### config.mk
export PLATFORM = sky130hd
export DESIGN_NAME = mii_rx_frame_assembler
export DESIGN_NICKNAME = d
export VERILOG_FILES = /design/src/rtl/mii_rx_frame_assembler.sv
export SDC_FILE = /design/constraint.sdc
export NUM_CORES = 1
export LEC_CHECK = 0
export CAP_MARGIN = 20
export CORE_MARGIN = 2
export CORE_UTILIZATION = 40
export CTS_CLUSTER_SIZE = 8
export DETAILED_ROUTE_END_ITERATION = 6
export GPL_TIMING_DRIVEN = 0
export MAX_ROUTING_LAYER = met4
export PLACE_DENSITY = 0.68
export SLEW_MARGIN = 15
export SYNTH_ARGS = -nofsm -noshare
export SYNTH_HDL_FRONTEND = slang
export SYNTH_SLANG_ARGS = --single-unit
### constraint.sdc
create_clock -name clk -period 2.8 [get_ports clk]
set_input_delay 0.42 -clock clk [delete_from_list [all_inputs] [get_ports clk]]
set_output_delay 0.42 -clock clk [all_outputs]
set_load 0.005 [all_outputs]
### src/rtl/mii_rx_frame_assembler.sv
// mii_rx_frame_assembler: strips MII preamble/SFD and assembles nibbles into a byte AXI-stream
// Optional feature macro: MII_RX_LEN_CHECK_EN (flags frames shorter than MIN_FRAME_LEN or longer than MAX_FRAME_LEN)
// Ports:
//   clk, rst_n                  receive clock, asynchronous active-low reset
//   mii_rxd/mii_rx_dv/mii_rx_er captured MII receive nibble, data valid, receive error
//   m_axis_tdata/tvalid/tlast   received byte, single-cycle strobe, last byte of frame
//   m_axis_tuser                frame bad, qualified by tlast
//   stat_rx_bad_frame           pulse with a bad last beat
//   stat_rx_preamble_err        pulse when a malformed preamble starts being dropped
module mii_rx_frame_assembler #(
    parameter int MIN_PREAMBLE_NIBBLES = 2
`ifdef MII_RX_LEN_CHECK_EN
    ,
    parameter int MIN_FRAME_LEN = 64,
    parameter int MAX_FRAME_LEN = 1518
`endif
) (
    input  logic       clk,
    input  logic       rst_n,
    input  logic [3:0] mii_rxd,
    input  logic       mii_rx_dv,
    input  logic       mii_rx_er,
    output logic [7:0] m_axis_tdata,
    output logic       m_axis_tvalid,
    output logic       m_axis_tlast,
    output logic       m_axis_tuser,
    output logic       stat_rx_bad_frame,
    output logic       stat_rx_preamble_err
);
    typedef enum logic [1:0] {IDLE, PREAMBLE, PAYLOAD, DROP} state_t;
    localparam logic [3:0] MIN_PRE = 4'(MIN_PREAMBLE_NIBBLES);
    state_t     state;
    logic [3:0] pre_cnt;
    logic [3:0] low_nib;
    logic [7:0] hold;
    logic       hold_full;
    logic       phase;
    logic       err;
    logic       len_bad;
    logic       sfd_ok;
    logic       end_bad;
    assign sfd_ok = state == PREAMBLE && mii_rx_dv && !mii_rx_er && mii_rxd == 4'hD && pre_cnt >= MIN_PRE;
    // An empty hold register at frame end means no whole byte arrived; phase 1 means a dangling nibble
    assign end_bad = !hold_full | err | phase | len_bad;
`ifdef MII_RX_LEN_CHECK_EN
    localparam logic [11:0] MIN_LEN = 12'(MIN_FRAME_LEN);
    localparam logic [11:0] MAX_LEN = 12'(MAX_FRAME_LEN);
    logic [11:0] len;
    assign len_bad = len < MIN_LEN || len > MAX_LEN;
    always_ff @(posedge clk or negedge rst_n)
        if (!rst_n)
            len <= '0;
        else if (sfd_ok)
            len <= '0;
        else if (state == PAYLOAD && mii_rx_dv && phase && len != 12'hFFF)
            len <= len + 12'd1;
`else
    assign len_bad = 1'b0;
`endif
    always_ff @(posedge clk or negedge rst_n) begin
        if (!rst_n) begin
            state                <= IDLE;
            pre_cnt              <= '0;
            low_nib              <= '0;
            hold                 <= '0;
            hold_full            <= 1'b0;
            phase                <= 1'b0;
            err                  <= 1'b0;
            m_axis_tdata         <= '0;
            m_axis_tvalid        <= 1'b0;
            m_axis_tlast         <= 1'b0;
            m_axis_tuser         <= 1'b0;
            stat_rx_bad_frame    <= 1'b0;
            stat_rx_preamble_err <= 1'b0;
        end else begin
            m_axis_tvalid        <= 1'b0;
            m_axis_tlast         <= 1'b0;
            m_axis_tuser         <= 1'b0;
            stat_rx_bad_frame    <= 1'b0;
            stat_rx_preamble_err <= 1'b0;
            case (state)
                IDLE:
                    if (mii_rx_dv) begin
                        if (mii_rxd == 4'h5) begin
                            state   <= PREAMBLE;
                            pre_cnt <= 4'd1;
                        end else begin
                            state                <= DROP;
                            stat_rx_preamble_err <= 1'b1;
                        end
                    end
                PREAMBLE:
                    if (!mii_rx_dv)
                        state <= IDLE;
                    else if (sfd_ok) begin
                        state     <= PAYLOAD;
                        phase     <= 1'b0;
                        err       <= 1'b0;
                        hold_full <= 1'b0;
                    end else if (!mii_rx_er && mii_rxd == 4'h5)
                        pre_cnt <= pre_cnt + {3'b0, pre_cnt != 4'hF};
                    else begin
                        state                <= DROP;
                        stat_rx_preamble_err <= 1'b1;
                    end
                PAYLOAD:
                    if (mii_rx_dv) begin
                        if (mii_rx_er)
                            err <= 1'b1;
                        phase <= ~phase;
                        if (!phase)
                            low_nib <= mii_rxd;
                        else begin
                            // Hold one byte back so the final byte can carry tlast
                            if (hold_full) begin
                                m_axis_tdata  <= hold;
                                m_axis_tvalid <= 1'b1;
                            end
                            hold      <= {mii_rxd, low_nib};
                            hold_full <= 1'b1;
                        end
                    end else begin
                        state             <= IDLE;
                        hold_full         <= 1'b0;
                        m_axis_tdata      <= hold_full ? hold : 8'h00;
                        m_axis_tvalid     <= 1'b1;
                        m_axis_tlast      <= 1'b1;
                        m_axis_tuser      <= end_bad;
                        stat_rx_bad_frame <= end_bad;
                    end
                default:
                    if (!mii_rx_dv)
                        state <= IDLE;
            endcase
        end
    end
endmodule

# == After elaboration in Yosys (flattened, before gate mapping) ==
# Index checks and enable logic that the tools add are counted.
# classes
n_addsub,1
magnitude_cmp,1
n_mux,41
reduce_logical,18
eq_ne,18
bitwise,3
# op_table
cell,count
two-way mux 8 bit,4
two-way mux 1 bit,20
two-way mux 4 bit,5
"inequality test 2 bit, second input constant",7
two-way mux 2 bit,6
AND reduction 3 bit,4
"inequality test 4 bit, second input constant",2
case mux 1 bit (2 select lines),4
case mux 4 bit (2 select lines),1
AND reduction 4 bit,2
"inequality test 2 x 1 -> 1 bit, second input constant",3
AND reduction 6 bit,1
logical AND 1 bit,5
AND reduction 5 bit,1
adder 4 x 1 -> 4 bit,1
"== test 4 x 3 -> 1 bit, second input constant",1
"== test 4 bit, second input constant",1
">= comparator 4 x 2 -> 1 bit, second input constant",1
case mux 2 bit (2 select lines),1
nonzero test 2 bit,2
"inequality test 3 x 1 -> 1 bit, second input constant",1
"inequality test 3 bit, second input constant",1
"== test 2 x 1 -> 1 bit, second input constant",1
"== test 2 bit, second input constant",1
other kinds (4),6
# word_totals
regBits,33

# == Logic depth before layout (Yosys ltp) ==
# Gate-level depths: netlist of run 1.
# depth
word_depth,8
depth_mapped,6
depth_no_buf,6

# == Worst setup path after synthesis of run 1 ==
# OpenSTA, ideal clock, no wires.
# synth_timing
path_type,input-to-reg
startpoint,in mii_rx_er
endpoint,reg phase
t_arrival_ns,1.221
path_stages,4
slack_ns,1.435
cell_sequence,clkbuf_2 nand2b_4 nor4_1 o21ai_0
# synth_via
elab_chain_cells,6
# synth_rtl
element,line_no,text
start: declaration,22,"input logic mii_rx_er,"
zero test 1 bit,42,assign sfd_ok = state == PREAMBLE && mii_rx_dv && !mii_rx_er && mii_rxd == 4'hD && pre_cnt >= MIN_PRE;
logical AND 1 bit (3 in a row),42,
inequality test 2 bit (no source line),--,
AND reduction 4 bit (no source line),--,
end signal: assignment,110,phase <= ~phase;
end: declaration,37,logic phase;
# No other way between the ends.
# A chain may end at the register's enable or synchronous reset.

# == Worst setup path after layout of run 1 ==
# layout_timing
startpoint,in mii_rxd[0]
endpoint,reg phase
# layout_via
elab_chain_cells,5
# layout_rtl
element,line_no,text
start: declaration,20,"input logic [3:0] mii_rxd,"
== test 4 bit,42,
logical AND 1 bit (2 in a row),42,
inequality test 2 bit (no source line),--,
AND reduction 4 bit (no source line),--,
# No other way between the ends.

==> impl_summary.log, run 1 <==
INFO  metric post_synth_inst_count = 112
INFO  metric critPathArrivalTime = 1930 ps
INFO  metric initial_antenna_violation_count = 0
INFO  metric number_of_buffers_inserted_to_repair_setup_after_cts = 0
INFO  metric fp-row-count = 21
INFO  metric via_count = 967
INFO  metric fmaxAchievable = 575 MHz
INFO  metric floorplan.initialDensity = 0.421
INFO  metric remaining_drc_errors = 0
INFO  metric fin_setup_tns = 0 ps
INFO  metric outcome = finished, final reports clean
INFO  metric maxcap_violations = 0
INFO  metric async_flop_share = 1.00
INFO  metric hold_buffers_post_cts = 0
INFO  metric final_net_count = ~150
INFO  metric die-width = between 60 and 70 um
INFO  metric postSynthRegisterBits = 33
INFO  metric die_footprint = 4060 um^2
INFO  metric ctsHtreeMaxLevel = 2
INFO  metric skew = 11.7 ps
INFO  metric criticalPathCategory = in -> reg
INFO  metric hold_violations = 0
INFO  metric final_antenna_net_count = 0
INFO  metric globalRouteOverflowTotal = 0
INFO  metric most_used_routing_layer = met2
INFO  metric cts_buffers = 5
INFO  metric post_synth_edffs = 0
INFO  metric ctsLongestPathBuffers = 2
INFO  metric synth_area_per_cell = 12.7 um^2
INFO  metric critical_path_peak_fanout = 4
INFO  metric cp_data_required_time = 3000 ps
INFO  metric count_of_different_cell_masters_after_synthesis = 35
INFO  metric grt_use_met1 = 0.205
INFO  metric drt_iter0_drc = 67
INFO  metric grt.met2_usage = 0.230
INFO  metric start_kind = primary input
INFO  metric leakage = 0.748 nW
INFO  metric core_region_area = 3390 um^2
INFO  metric gp_routability_congestion = 0.806
INFO  metric die_y = 63.7 um
INFO  metric via_per_inst = between 5 and 6
INFO  metric grt_use_met3 = 0.0607
INFO  metric yosys_warnings = 0
INFO  metric cts_tree = done
INFO  metric first_pass_grt_wire_length = 4770 um
INFO  metric unrepaired_setup_endpoints_after_global_routing = no
INFO  metric timing_worst_slew_pin_value = just over 700 ps
INFO  metric cts_repair_resize_count = 0
INFO  metric area_delta_synth_final = 20.6%
INFO  metric detailed_place.area = 1670 um^2
INFO  metric finalCritPeriodShare = 0.621
INFO  metric layout-drive-gt1-share = 0.230
INFO  metric clock-sinks = 33
INFO  metric detailedRoute.firstPassIterationCount = 4
INFO  metric grt_start_max_net_pins = 34
INFO  metric path_clk_slew = 100 ps
INFO  metric grt_pass1_vias = 994
INFO  metric boundaryPins = 21
INFO  metric final_common_cell = dfrtp_1
INFO  metric drv_slew = 0
INFO  metric insertion_delay_of_the_later_clocked_pin_in_the_worst_skew_pair = 330 ps
INFO  metric port_buffers = 19
INFO  metric cp-end-kind = flop
INFO  metric groute.usage.overall = 0.163
INFO  metric pwr_density_cell = 743 nW/um^2
INFO  metric mappedNetlistArea = 1430 um^2
INFO  metric routed_length_per_placed_instance = 14.2 um
INFO  metric route.final.wire_length = 2620 um
INFO  metric slew_headroom = 0.524
INFO  metric post-dp-hpwl = ~1800 um
INFO  metric post-route-cell-area = 1720 um^2
INFO  metric finalSetupViolations = 0
INFO  metric timing.final.crit_period = 1740 ps
INFO  metric synth.net_count = ~120
INFO  metric most_frequent_cells_in_the_layout = dfrtp_1 (33), clkdlybuf4s50_1 (18), mux2_2 (12)
INFO  metric antenna_cells = 0
INFO  metric synth.yosys.seq_area_share = 0.579
INFO  metric clock_root_buffer_master = clkbuf_4
INFO  metric synth_flop_cell = dfrtp_1
INFO  metric vdd_ir_drop_max = 0.359 mV
INFO  metric timing.hold.worst.class = in -> async
layer usage:
metal,vias up,wire length [um]
li1,466,-
met1,473,1210
met2,26,1250
met3,2,136
met4,0,29
met5,-,0
Yosys cell counts, types with 2 or more instances:
cell type / number / area share
dfrtp_1: 33 / 0.58
mux2_2: 12 / 0.095
a22o_1: 8 / 0.049
nor3_1: 5 / 0.018
o21ai_0: 5 / 0.018
a21oi_1: 4 / 0.014
inv_1: 4 / 0.011
nand2_1: 4 / 0.011
buf_4: 3 / 0.016
ha_1: 2 / 0.018
nand2b_1: 2 / 0.0088
nand2b_4: 2 / 0.019
nand3_1: 2 / 0.0070
nand3b_1: 2 / 0.011
nor2_1: 2 / 0.0053
nor2b_1: 2 / 0.0088
o221ai_1: 2 / 0.012
power by group:
group | leakage [nW] | switching [mW] | internal [mW]
clock | 0.0320 | 0.159 | 0.0956
sequential | 0.397 | 0.0773 | 0.616
combinational | 0.318 | 0.114 | 0.218
total | 0.748 | 0.349 | 0.929
flip-flops by register name (all words and copies together), names as in the netlist:
name,flops
phase,1
pre_cnt,4
hold_full,1
stat_rx_preamble_err,1
hold,8
m_axis_tlast,1
err,1
stat_rx_bad_frame,1
m_axis_tvalid,1
m_axis_tdata,8
low_nib,4
state,2
kinds of logic after synthesis:
kind of cell,count (synthesis),share of synthesized area
fa+ha+maj,2,0.0175
simple gates,30,0.144
mux,12,0.0947
buf+inv,10,0.0360
flops,33,0.579
compound gates,25,0.129
through the flow:
stage / hold slack, ps / std cells / utilization / setup slack [ps] / power (mW)
2_1_floorplan: 124 / 112 / - / 1440 / 0.872
6_report: 126 / 185 / 0.508 / 1060 / 1.28
3_5_place_dp: 480 / 177 / 0.492 / 698 / 1.04
5_1_grt: 166 / 185 / 0.508 / 974 / 1.38
3_3_place_gp: 471 / 177 / 0.494 / 727 / 1.03
4_1_cts: 142 / 185 / 0.508 / 1070 / 1.30
critical path: stages:
cell and delay [ps]:
clkdlybuf4s50_1 550, nand4b_1 150, nor4_1 610, o21ai_0 200
final timing paths:
check / from / end / slack (ps) / depth (start not counted)
worst max-delay path: mii_rxd[0] / phase$_DFFE_PN0P_ / 1060 / 4
worst min-delay path: rst_n / m_axis_tdata[0]$_DFFE_PN0P_ / 130 / 1
worst max register to register: state[0]$_DFFE_PN0P_ / phase$_DFFE_PN0P_ / 1300 / 4
worst min register to register: hold[5]$_DFFE_PN0P_ / m_axis_tdata[5]$_DFFE_PN0P_ / 490 / 1
max in group asynchronous: rst_n / hold[3]$_DFFE_PN0P_ / 2210 / 1
min in group clk: mii_rx_er / pre_cnt[1]$_DFFE_PN0P_ / 430 / 2
cell type report:
class,count,area (um^2)
Clock buffer,6,41.3
Tap cell,46,57.6
Inverter,5,18.8
Sequential cell,33,826
Clock inverter,2,10.0
Timing Repair Buffer,19,185
Fill cell,289,1670
Multi-Input combinational cell,69,549
Buffer,5,32.5
No activity file was read; power rests on OpenSTA's default activity.
==> run 2: changes to the inputs <==
==> constraint.sdc (replaced) <==
create_clock -name clk -period 1.7 [get_ports clk]
set_input_delay 0.255 -clock clk [delete_from_list [all_inputs] [get_ports clk]]
set_output_delay 0.255 -clock clk [all_outputs]
set_load 0.005 [all_outputs]
==> run 2 against run 1 <==
Effect of this change:
- non-clock buffer count up 1
- power up 65%
- via count up 0.21%
- wire length up 0.46%
- largest power group unchanged
==> impl_summary.log, run 2 (synthesis gave the netlist of run 1 again) <==
INFO  metric core_region_area = 3390 um^2
INFO  metric cts_buffers = 5
INFO  metric finalSetupViolations = 0
INFO  metric unrepaired_setup_endpoints_after_global_routing = no
INFO  metric power.switching = between 500 and 600 uW
INFO  metric vdd_ir_drop_max = roughly 0.59 mV
INFO  metric grt_pass1_vias = 994
INFO  metric fin_setup_tns = 0 ps
INFO  metric crit-reg2reg-launch = state[0]$_DFFE_PN0P_
INFO  metric finalCritPeriodShare = 0.926
INFO  metric reg.largest.list = hold x8, m_axis_tdata x8
INFO  metric final_antenna_net_count = 0
INFO  metric detailedRoute.firstPassIterationCount = 4
INFO  metric ctsHtreeMaxLevel = 2
INFO  metric internal-power = 1.53 mW
INFO  metric remaining_drc_errors = 0
INFO  metric worst_r2r_endpoint = phase$_DFFE_PN0P_
INFO  metric critPathArrivalTime = about 1800 ps
INFO  metric cts_tree = done
INFO  metric floorplan.initialDensity = 0.421
INFO  metric via_count = around 970
INFO  metric drv_slew = 0
INFO  metric cp-end-kind = flop
INFO  metric area_delta_synth_final = 21.3%
INFO  metric gp_routability_congestion = 0.806
INFO  metric critical_path_peak_fanout = 4
INFO  metric timing_worst_slew_pin_value = ~720 ps
INFO  metric initial_antenna_violation_count = 0
INFO  metric timing.hold.worst.class = in -> reg
INFO  metric die-width = 63.7 um
INFO  metric critical_path.startpoint = mii_rxd[0]
INFO  metric fmaxAchievable = 635 MHz
INFO  metric globalRouteOverflowTotal = 0
INFO  metric leakage = 0.752 nW
INFO  metric fp-row-count = 21
INFO  metric post-dp-hpwl = about 1800 um
INFO  metric ctsLongestPathBuffers = 2
INFO  metric route.final.wire_length = 2640 um
INFO  metric criticalPathCategory = in -> reg
INFO  metric layout_setup_ws = 125 ps
INFO  metric net_switching_share_of_the_total_power = 0.273
INFO  metric power.share.sequential = 0.541
INFO  metric drt_iter0_drc = 65
INFO  metric slew_headroom = 0.523
INFO  metric die_footprint = 4060 um^2
INFO  metric antenna_cells = 0
INFO  metric combPwrFrac = 0.260
INFO  metric end_point_of_the_critical_path = phase$_DFFE_PN0P_
INFO  metric start_kind = primary input
INFO  metric pwr_density_cell = 1220 nW/um^2
INFO  metric clock-sinks = 33
INFO  metric most_frequent_cells_in_the_layout = dfrtp_1 (33), clkdlybuf4s50_1 (18), mux2_2 (12)
INFO  metric timing.final.crit_period = ~1600 ps
INFO  metric worstRegToRegCells = 4
INFO  metric first_pass_grt_wire_length = 4770 um
INFO  metric insertion_delay_of_the_later_clocked_pin_in_the_worst_skew_pair = 330 ps
INFO  metric hold_violations = 0
INFO  metric maxcap_violations = 0
INFO  metric final_net_count = 149
INFO  metric layout-drive-gt1-share = 0.229
INFO  metric final_common_cell = dfrtp_1
INFO  metric outcome = finished, final reports clean
INFO  metric routed_length_per_placed_instance = 14.2 um
INFO  metric path_clk_slew = 100 ps
INFO  metric r2r_setup_slack = 200 ps
INFO  metric die_y = 63.7 um
INFO  metric groute.usage.overall = 0.163
INFO  metric clock_root_buffer_master = clkbuf_4
INFO  metric via_per_inst = 5.21
INFO  metric placement.setup.worst_slack = -237 ps
INFO  metric cp_data_required_time = 1900 ps
INFO  metric skew = 11.7 ps
INFO  metric cts_repair_resize_count = 0
INFO  metric grt_start_max_net_pins = 34
INFO  metric boundaryPins = 21
INFO  metric port_buffers = 19
INFO  metric share_clk_of_total_power = 0.199
run 2: cell count changes in the layout (fill, tap and decap cells not counted), sizes merged:
cell | before | now
dlygate4sd3 | 0 | 1
run 2: metrics by stage:
step	instances	cell area (um^2)	power (mW)	hold WS (ps)	util
floorplan	112	1430	1.44	-40.6	-
global placement	177	1670	1.69	471	0.494
detailed placement	177	1670	1.71	353	0.492
CTS	186	1730	2.14	259	0.511
global route	186	1730	2.27	282	0.511
finish	186	1730	2.11	266	0.511
run 2: power groups by stage:
stage               sequential (mW)  clock, mW  combinational [mW]
finish                         1.14      0.419               0.548
global route                   1.18      0.485               0.605
CTS                            1.14      0.435               0.558
detailed placement             1.16          0               0.554
global placement               1.15          0               0.543
floorplan                      1.14          0               0.300
run 2: routing by layer:
metal  track usage  vias to the layer above  wire [um]
met1         0.205                      471       1220
met2         0.230                       28       1250
li1              -                      468          -
met3        0.0607                        2        135
met5             -                        -          0
met4        0.0788                        0         29
run 2: area by class of cell:
type                            count  area (um^2)
Fill cell                         288         1660
Sequential cell                    33          826
Multi-Input combinational cell     69          549
Timing Repair Buffer               20          195
Tap cell                           46         57.6
Clock buffer                        6         41.3
Buffer                              5         32.5
Inverter                            5         18.8
Clock inverter                      2         10.0
run 2: how the worst min path moves through the flow:
stage / slack [ps] / from / endpoint / depth (start not counted)
floorplan: -40 / rst_n / err$_DFFE_PN0P_ / 0
global placement: 470 / hold[0]$_DFFE_PN0P_ / m_axis_tdata[0]$_DFFE_PN0P_ / 1
detailed placement: 350 / rst_n / m_axis_tdata[0]$_DFFE_PN0P_ / 1
CTS: 260 / mii_rx_er / pre_cnt[1]$_DFFE_PN0P_ / 2
global route: 280 / mii_rx_er / pre_cnt[1]$_DFFE_PN0P_ / 2
finish: 270 / mii_rx_er / pre_cnt[1]$_DFFE_PN0P_ / 2
run 2: what timing repair did:
item	CTS	global route
endpoints found under the hold margin	33	0
setup buffers	0	0
hold buffers	1	0
run 2: worst max-delay path, stage by stage:
cell	delay (ps)
clkdlybuf4s50_1	550
nand4b_1	150
nor4_1	610
o21ai_0	200
